File: config.mk
export PLATFORM = sky130hd
export DESIGN_NAME = cordic_angle_sequencer
export DESIGN_NICKNAME = d
export VERILOG_FILES = /design/src/rtl/cordic_pkg.sv /design/src/rtl/cordic_req_fifo.sv /design/src/rtl/cordic_angle_sequencer.sv
export SDC_FILE = /design/constraint.sdc
export NUM_CORES = 1
export LEC_CHECK = 0
export ABC_AREA = 1
export CAP_MARGIN = 20
export CORE_AREA = 2 2 119 121
export CTS_CLUSTER_DIAMETER = 120
export DETAILED_ROUTE_END_ITERATION = 10
export DIE_AREA = 0 0 121 123
export HOLD_SLACK_MARGIN = 0.08
export PLACE_DENSITY = 0.7
export RECOVER_POWER = 50
export SLEW_MARGIN = 20
export SYNTH_ARGS = -nofsm -noshare
export SYNTH_HDL_FRONTEND = slang
export SYNTH_SLANG_ARGS = --single-unit
File: constraint.sdc
create_clock -name clk -period 2.8 [get_ports clk]
set_clock_uncertainty 0.15 [all_clocks]
set_input_delay 0.84 -clock clk [delete_from_list [all_inputs] [get_ports clk]]
set_output_delay 0.84 -clock clk [all_outputs]
set_load 0.03 [all_outputs]
File: src/rtl/cordic_pkg.sv
// Shared types and helpers for the CORDIC angle sequencer: state encoding,
// core seed constant, quadrant fold and saturating negate.
package cordic_pkg;

  localparam int WIDTH = 16;
  localparam logic signed [WIDTH-1:0] X_INIT = 16'sd19898;

  typedef enum logic [1:0] {
    IDLE  = 2'd0,
    ISSUE = 2'd1,
    WAIT  = 2'd2,
    HOLD  = 2'd3
  } cordic_state_e;

  typedef struct packed {
    logic             neg;
    logic [WIDTH-1:0] z;
  } fold_t;

  // Quadrants II and III are shifted by 180 deg into the core's +-90 deg range;
  // the result must then be negated.
  function automatic fold_t fold_phase(input logic [WIDTH-1:0] p);
    fold_t f;
    f.neg = p[WIDTH-1] ^ p[WIDTH-2];
    f.z   = f.neg ? {~p[WIDTH-1], p[WIDTH-2:0]} : p;
    return f;
  endfunction

  // Two's-complement negate; the most negative value clips to the maximum.
  function automatic logic [WIDTH-1:0] sat_neg(input logic [WIDTH-1:0] v);
    logic [WIDTH-1:0] r;
    if (v == {1'b1, {(WIDTH-1){1'b0}}}) r = {1'b0, {(WIDTH-1){1'b1}}};
    else                                r = -v;
    return r;
  endfunction

endpackage

File: src/rtl/cordic_req_fifo.sv
// Small synchronous request FIFO with occupancy output; pointers wrap
// naturally because the depth is a power of two.
module cordic_req_fifo #(
  parameter int WIDTH = 16,
  parameter int DEPTH = 4
) (
  input  logic                     clk,
  input  logic                     rst,
  input  logic                     push,
  input  logic                     pop,
  input  logic [WIDTH-1:0]         din,
  output logic [WIDTH-1:0]         dout,
  output logic                     full,
  output logic                     empty,
  output logic [$clog2(DEPTH):0]   level
);

  localparam int AW = $clog2(DEPTH);

  logic [WIDTH-1:0] mem [DEPTH];
  logic [AW-1:0]    wr_ptr;
  logic [AW-1:0]    rd_ptr;
  logic             do_push;
  logic             do_pop;

  assign full    = (level == (AW+1)'(DEPTH));
  assign empty   = (level == '0);
  assign do_push = push && !full;
  assign do_pop  = pop && !empty;
  assign dout    = mem[rd_ptr];

  always_ff @(posedge clk or posedge rst) begin
    if (rst) begin
      wr_ptr <= '0;
      rd_ptr <= '0;
      level  <= '0;
    end else begin
      if (do_push) wr_ptr <= wr_ptr + 1'b1;
      if (do_pop)  rd_ptr <= rd_ptr + 1'b1;
      case ({do_push, do_pop})
        2'b10:   level <= level + 1'b1;
        2'b01:   level <= level - 1'b1;
        default: level <= level;
      endcase
    end
  end

  always_ff @(posedge clk) begin
    if (do_push) mem[wr_ptr] <= din;
  end

endmodule

File: src/rtl/cordic_angle_sequencer.sv
// Buffers full-circle phase requests, folds each into the core's range,
// runs one rotation at a time and returns quadrant-corrected cos/sin.
module cordic_angle_sequencer
  import cordic_pkg::*;
#(
  parameter int                      WIDTH      = cordic_pkg::WIDTH,
  parameter int                      FIFO_DEPTH = 4,
  parameter logic signed [WIDTH-1:0] X_INIT     = cordic_pkg::X_INIT
) (
  input  logic                          clk,
  input  logic                          rst,
  input  logic                          in_valid,
  output logic                          in_ready,
  input  logic [WIDTH-1:0]              in_phase,
  output logic [$clog2(FIFO_DEPTH):0]   fifo_level,
  output logic [WIDTH-1:0]              core_x,
  output logic [WIDTH-1:0]              core_y,
  output logic [WIDTH-1:0]              core_z,
  output logic                          core_mode,
  output logic                          core_valid_in,
  input  logic                          core_valid_out,
  input  logic [WIDTH-1:0]              core_cos,
  input  logic [WIDTH-1:0]              core_sin,
  output logic                          out_valid,
  input  logic                          out_ready,
  output logic [WIDTH-1:0]              out_cos,
  output logic [WIDTH-1:0]              out_sin,
  output logic                          busy
);

  // Handshake: a transfer occurs on a rising edge where valid && ready;
  // a producer holds valid and data stable until that edge.

  cordic_state_e    state;
  logic             neg;
  logic [WIDTH-1:0] head;
  logic             fifo_full;
  logic             fifo_empty;
  logic             fifo_pop;
  fold_t            fold;

  assign in_ready  = !fifo_full;
  assign fifo_pop  = (state == IDLE) && !fifo_empty;
  assign fold      = fold_phase(head);
  assign core_mode = 1'b1;
  assign busy      = (state != IDLE);

  cordic_req_fifo #(
    .WIDTH (WIDTH),
    .DEPTH (FIFO_DEPTH)
  ) u_fifo (
    .clk   (clk),
    .rst   (rst),
    .push  (in_valid && in_ready),
    .pop   (fifo_pop),
    .din   (in_phase),
    .dout  (head),
    .full  (fifo_full),
    .empty (fifo_empty),
    .level (fifo_level)
  );

  always_ff @(posedge clk or posedge rst) begin
    if (rst) begin
      state         <= IDLE;
      neg           <= 1'b0;
      core_x        <= '0;
      core_y        <= '0;
      core_z        <= '0;
      core_valid_in <= 1'b0;
      out_valid     <= 1'b0;
      out_cos       <= '0;
      out_sin       <= '0;
    end else begin
      case (state)
        IDLE: begin
          if (!fifo_empty) begin
            core_z <= fold.z;
            core_x <= X_INIT;
            core_y <= '0;
            neg    <= fold.neg;
            state  <= ISSUE;
          end
        end
        ISSUE: begin
          core_valid_in <= 1'b1;
          state         <= WAIT;
        end
        WAIT: begin
          core_valid_in <= 1'b0;
          if (core_valid_out) begin
            out_cos   <= neg ? sat_neg(core_cos) : core_cos;
            out_sin   <= neg ? sat_neg(core_sin) : core_sin;
            out_valid <= 1'b1;
            state     <= HOLD;
          end
        end
        HOLD: begin
          if (out_ready) begin
            out_valid <= 1'b0;
            state     <= IDLE;
          end
        end
        default: state <= IDLE;
      endcase
    end
  end

endmodule

=== Word-level counts from Yosys, hierarchy flattened ===
Memory sizes are Yosys's and may differ from the RTL's.
Index checks and enable logic that the tools add are counted.

* Register bits after elaboration: 61
* Memories: 1
* Memory bits (writable): 64
* Output and inout port bits: 88
* Bits of input ports: 53
* Word-level logic and storage cells: 64

* Equality and inequality tests: 11
* Bitwise logic cells: 3
* Add/sub/neg operators: 6
* Muxes and demuxes: 16
* Reductions and logical operators: 16

{| class="wikitable"
|+ Memories
! memory !! depth !! width !! rd ports !! clocked after memory_dff !! write ports !! line !! text
|-
| u_fifo.mem || 4 || 16 || 1 || 0 || 1 || cordic_req_fifo.sv:20 || <nowiki>logic [WIDTH-1:0] mem [DEPTH];</nowiki>
|}

{| class="wikitable"
|+ Operator list
! kind !! count
|-
| 2-to-1 mux 16 bit || 5
|-
| equality test 16 bit, second input constant || 2
|-
| negator 16 bit || 2
|-
| one-hot mux 2 bit (4 select lines) || 1
|-
| nonzero test 2 bit || 4
|-
| equality test 2 bit, second input constant || 3
|-
| 2-to-1 mux 2 bit || 3
|-
| != test 2 bit, second input constant || 3
|-
| one-hot mux 3 bit (2 select lines) || 1
|-
| AND reduction 3 bit || 2
|-
| adder 2 x 1 -> 2 bit, second input constant || 2
|-
| equality test 2 x 1 -> 1 bit, second input constant || 2
|-
| logical AND 1 bit || 4
|-
| 2-to-1 mux 1 bit || 4
|-
| one-hot mux 1 bit (2 select lines) || 2
|-
| AND reduction 2 bit || 2
|-
| adder 3 x 1 -> 3 bit, second input constant || 1
|-
| equality test 3 bit, second input constant || 1
|-
| zero test 3 bit || 1
|-
| subtractor 3 x 1 -> 3 bit, second input constant || 1
|-
| zero test 1 bit || 2
|-
| zero test 2 bit || 1
|-
| NOT 1 bit || 2
|-
| bitwise XOR 1 bit || 1
|}

=== Longest topological paths before layout ===
* Word-level depth: 6
* Mapped depth: 11
* Depth with buffers taken out: 10

=== By module ===
A second synthesis with hierarchy kept.

* Cell total of the unflattened synthesis: 680
* Area, all modules: 6203.4 µm²

{| class="wikitable"
|+ Modules (own cells, without submodules)
! module !! cells an instance !! area each (µm²) !! instances !! seq. area each (µm²)
|-
| cordic_angle_sequencer || 431 || 3161.8 || 1 || 1351.3
|-
| cordic_req_fifo || 249 || 3041.7 || 1 || 2097.0
|}

=== Least setup slack after synthesis ===
OpenSTA, ideal clock, no wires.

* Path type: reg-to-reg
* Start: register u_fifo.level[1]
* End: memory u_fifo.mem[0][0], enable pin
* Slack: 254 ps
* Setup time: 389 ps
* Clock period less this slack: 2546 ps
* Cell stages (with the launch flop): 5
* Data required time: 2261 ps
* Arrival: 2008 ps
* Cell sequence: dfrtp_1 -> inv_1 -> nand3_1 -> nand2_1 -> nor2_1

* Longest elaborated chain between the ends: 6

{| class="wikitable"
|+ RTL lines
! element !! line !! text
|-
| from (decl) || cordic_req_fifo.sv:15 || <nowiki>output logic [$clog2(DEPTH):0] level</nowiki>
|-
| from (signal assigned) || cordic_req_fifo.sv:41 || <nowiki>2'b10: level <= level + 1'b1;</nowiki>
|-
| from (signal assigned) || cordic_req_fifo.sv:42 || <nowiki>2'b01: level <= level - 1'b1;</nowiki>
|-
| from (signal assigned) || cordic_req_fifo.sv:43 || <nowiki>default: level <= level;</nowiki>
|-
| equality test 3 bit (*) || cordic_req_fifo.sv:26 || <nowiki>assign full = (level == (AW+1)'(DEPTH));</nowiki>
|-
| zero test 1 bit (*) || cordic_angle_sequencer.sv:42 || <nowiki>assign in_ready = !fifo_full;</nowiki>
|-
| via in_ready || cordic_angle_sequencer.sv:13 || <nowiki>output logic in_ready,</nowiki>
|-
| logical AND 1 bit || cordic_angle_sequencer.sv:54 || <nowiki>.push (in_valid && in_ready),</nowiki>
|-
| logical AND 1 bit (*) || cordic_req_fifo.sv:28 || <nowiki>assign do_push = push && !full;</nowiki>
|-
| 2-to-1 mux 1 bit (*) || cordic_req_fifo.sv:49 || <nowiki>if (do_push) mem[wr_ptr] <= din;</nowiki>
|-
| 2-to-1 mux 1 bit (implied by the code) (*) || cordic_req_fifo.sv:49 ||
|-
| to (decl) || cordic_req_fifo.sv:20 ||
|}

The timed path passes the listed nets; every way through them passes the cells marked *.

==> summary.md <==
| Metric | Value |
|---|---|
| Vias per inst | 4.88 |
| Synthesis-stage register bit count | 125 |
| TritonCTS Buffers | 17 |
| Total Wirelength | 13800 um |
| Reg2Reg Setup Slack | 0.51 ns |
| Hold Fails Final Rpt | 0 |
| Fill count | 1186 |
| Root Buffer | clkbuf_16 |
| Worst Hold Launch | core_z[15] |
| Min Hold Slack | 0.344 ns |
| Fin worst setup slack | 0.207 ns |
| DP Area | 0.00729 mm2 |
| Setup crit end kind | output port |
| Worst R2R Path Depth | 10 |
| Status | complete, but fails checks |
| PortBufs | 116 |
| Post-route DRC | 0 |
| Final Power | 9.25 mW |
| Post-route antenna net violation count | 0 |
| Post-CTS setup buffers | 0 |
| Hold-critical path depth | 2 |
| Cell family with most CP delay | buffers and inverters |
| Pwr/cell area | 1180 mW/mm2 |
| Initial antenna violation count | 1 |
| Cells along the critical path | clkdlybuf4s50_1 |
| Htree depth | 4 |
| R2r endpoint | u_fifo.level[2] |
| Starting Density | 44.3% |
| Area of the core | 0.0136 mm2 |
| N_diodes | 0 |
| Area growth from synthesis to layout | 30.0% |
| Synth cell types | 34 |
| Proportion of layout cells with a drive suffix above 1 | 7.70% |
| Row cnt | 43 |
| DP Cell Count | 927 |
| Peak fanout along the critical path | 10 |
| Slew margin rel. | -4.72% |
| DRT Pass-1 Iters | 5 |
| CP peak stage delay | 0.73 ns |
| Worst Hold Class | reg -> reg |
| Post-synthesis cell area | 0.00604 mm2 |
| Final Wtd Congestion | 0.868 |
| DIE HEIGHT | 123 um |
| CTS tree | built |
| Startpoint types | register |
| Max Clk Rate | 386 MHz |
| Min Tclk post-route | 2.59 ns |
| Grt total ovfl | 0 |
| WHS Endpoint | core_z[15] |
| Synth Warn # | 0 |
| Final setup viols | 0 |
| Routed len/inst | 14.4 um |
| Vias in the first global route | 4469 |
| Max Slew Vio Count | 62 |
| Pre-CTS setup slack | 0.118 ns |
| Syn_area_per_cell | 9.31 um2 |
| Full die area | 0.0149 mm2 |
| Routed vias | 4683 |
| Gr usage total | 19.3% |
| Reg-to-Reg Start | state[0] |
| Fin Setup TNS | 0 ns |
| Crit share post-route | 92.6% |
| Sink Count | 125 |
| RSZ-0062 raised after global routing | no |
| First-pass GRT wire length | 21900 um |
| Clock slew at reported path FFs | 0.06 ns |
| Post-DP HPWL | 9280 um |
| Tightest Pin Transition | 1.57 ns |
| Largest net degree at the start of global routing | 62 |
| Crit path buf inv count | 1 |
| Violated checks | capacitance limit, slew limit |
| WS Path Type | reg -> out |
| Final instance area | 0.00785 mm2 |
| Hold_buf cts | 0 |
| WP data required | 1.81 ns |
| Gate count after technology mapping | 648 |
| Drt initial violations | 414 |
| Max-cap violations | 1 |
| Arrival @ worst endpoint | 1.60 ns |
| Clock Path Buffers | 2 |
| Max VDD drop | 0.627 mV |
| Die W | 121 um |
| Post-route insts no fill | 959 |
| Final #Nets | 831 |
| Crit-path slowest cell | clkdlybuf4s50_1 |
| Seq/Total Area, Yosys | 57.1% |
| Utilization after layout | 57.6% |
| Skew-Pair Late Insertion Delay | 0.40 ns |
| # IOs | 141 |
| Leak | 3.28 nW |
what timing repair did:
item | 4_1_cts | 5_1_grt
endpoints found under the setup margin | 1 | 1
gates cloned | 0 | 0
resized for setup | 1 | 1
report_power, final:
part           switching [mW]  total [mW]  internal (mW)  leakage, nW
clock network           0.773        2.22           1.45        0.283
registers               0.357        2.94           2.59         1.27
logic                    2.56        4.09           1.53         1.73
total                    3.69        9.25           5.56         3.28
cell usage in the layout, fill, tap and decap left out, types with 3 or more instances in the layout:
master,instances
dfrtp_1,61
a21oi_1,4
inv_1,52
clkbuf_16,17
clkbuf_2,3
dlygate4sd3_1,17
a31oi_1,14
clkbuf_1,4
nand2_1,101
nand3_1,29
o21ai_0,42
edfxtp_1,64
conb_1,24
nand4_1,5
ha_1,11
inv_2,4
clkdlybuf4s50_1,97
xnor2_1,11
o22ai_1,6
bufinv_16,3
clkinvlp_4,4
buf_4,8
o21ai_1,6
nand3b_1,3
a21oi_2,7
xor2_1,6
nor2_1,151
sequential cells by signal, indices dropped and copies added, names as in the netlist:
signal / cells
state: 2
u_fifo.rd_ptr: 2
out_cos: 16
u_fifo.wr_ptr: 2
u_fifo.level: 3
core_valid_in: 1
core_z: 16
neg: 1
core_x: 1
out_valid: 1
out_sin: 16
u_fifo.mem: 64
final cells by class:
| class | count | area, um2 | share of cell area (%) |
|---|---|---|---|
| well taps | 180 | 225 | 2.87 |
| clock buffers | 22 | 464 | 5.92 |
| clock inverters | 10 | 139 | 1.77 |
| flip-flops and latches | 125 | 3450 | 44.0 |
| multi-input cells | 435 | 2090 | 26.6 |
| repair buffers | 129 | 1260 | 16.1 |
| inverters | 58 | 220 | 2.81 |
cell usage after synthesis:
| cell | number | area share, % |
|---|---|---|
| a31oi_1 | 14 | 1.5 |
| nand4_1 | 5 | 0.52 |
| buf_4 | 35 | 4.4 |
| o21ai_0 | 42 | 3.5 |
| or2_2 | 2 | 0.21 |
| inv_1 | 53 | 3.3 |
| fa_1 | 1 | 0.33 |
| xnor2_1 | 11 | 1.6 |
| nor3_1 | 2 | 0.17 |
| dfrtp_1 | 61 | 25 |
| o22a_1 | 2 | 0.29 |
| nand2_4 | 1 | 0.19 |
| o31ai_4 | 1 | 0.35 |
| nand3b_1 | 3 | 0.37 |
| xor2_1 | 6 | 0.87 |
| nand3_1 | 29 | 2.4 |
| o22ai_1 | 6 | 0.62 |
| buf_2 | 12 | 1.0 |
| o21ai_2 | 1 | 0.15 |
| ha_1 | 11 | 2.3 |
| nand2_2 | 1 | 0.10 |
| a21oi_1 | 4 | 0.33 |
| edfxtp_1 | 64 | 32 |
| inv_4 | 1 | 0.10 |
| o21ai_1 | 6 | 0.50 |
| a21oi_2 | 7 | 1.0 |
| nor2_2 | 2 | 0.21 |
| nand2_1 | 101 | 6.3 |
| nor2_1 | 151 | 9.4 |
| conb_1 | 2 | 0.12 |
| clkbuf_1 | 4 | 0.25 |
| inv_2 | 4 | 0.25 |
| buf_6 | 1 | 0.19 |
| or2_1 | 2 | 0.21 |
kinds of logic after synthesis:
logic type	count (synthesis)	synth area share [%]
xor+xnor	17	2.47
compound gates	83	8.19
fa+ha+maj	12	2.61
buf+inv	110	9.43
simple gates	299	20.0
flops	125	57.1
other cells	2	0.124
worst max-delay path by stage:
stage | depth (start not counted) | endpoint | slack, ns | from
6_report | 1 | core_x[7] | 0.21 | core_x[1]
5_1_grt | 3 | out_sin[12] | 0.08 | rst
4_1_cts | 3 | in_ready | 0.02 | u_fifo.level[1]
3_5_place_dp | 10 | out_cos[15] | 0.12 | core_cos[0]
3_3_place_gp | 10 | out_cos[15] | 0.18 | core_cos[0]
2_1_floorplan | 4 | u_fifo.mem[0][0] | 0.25 | u_fifo.level[1]
layer usage:
metal	global-route usage [%]	routed length, um	up-vias
met5	0	16	-
met2	31.2	6640	168
met1	24.7	6080	2211
met4	7.63	76	2
met3	5.21	988	10
li1	-	-	2292
Power figures use the tool's default switching activity.
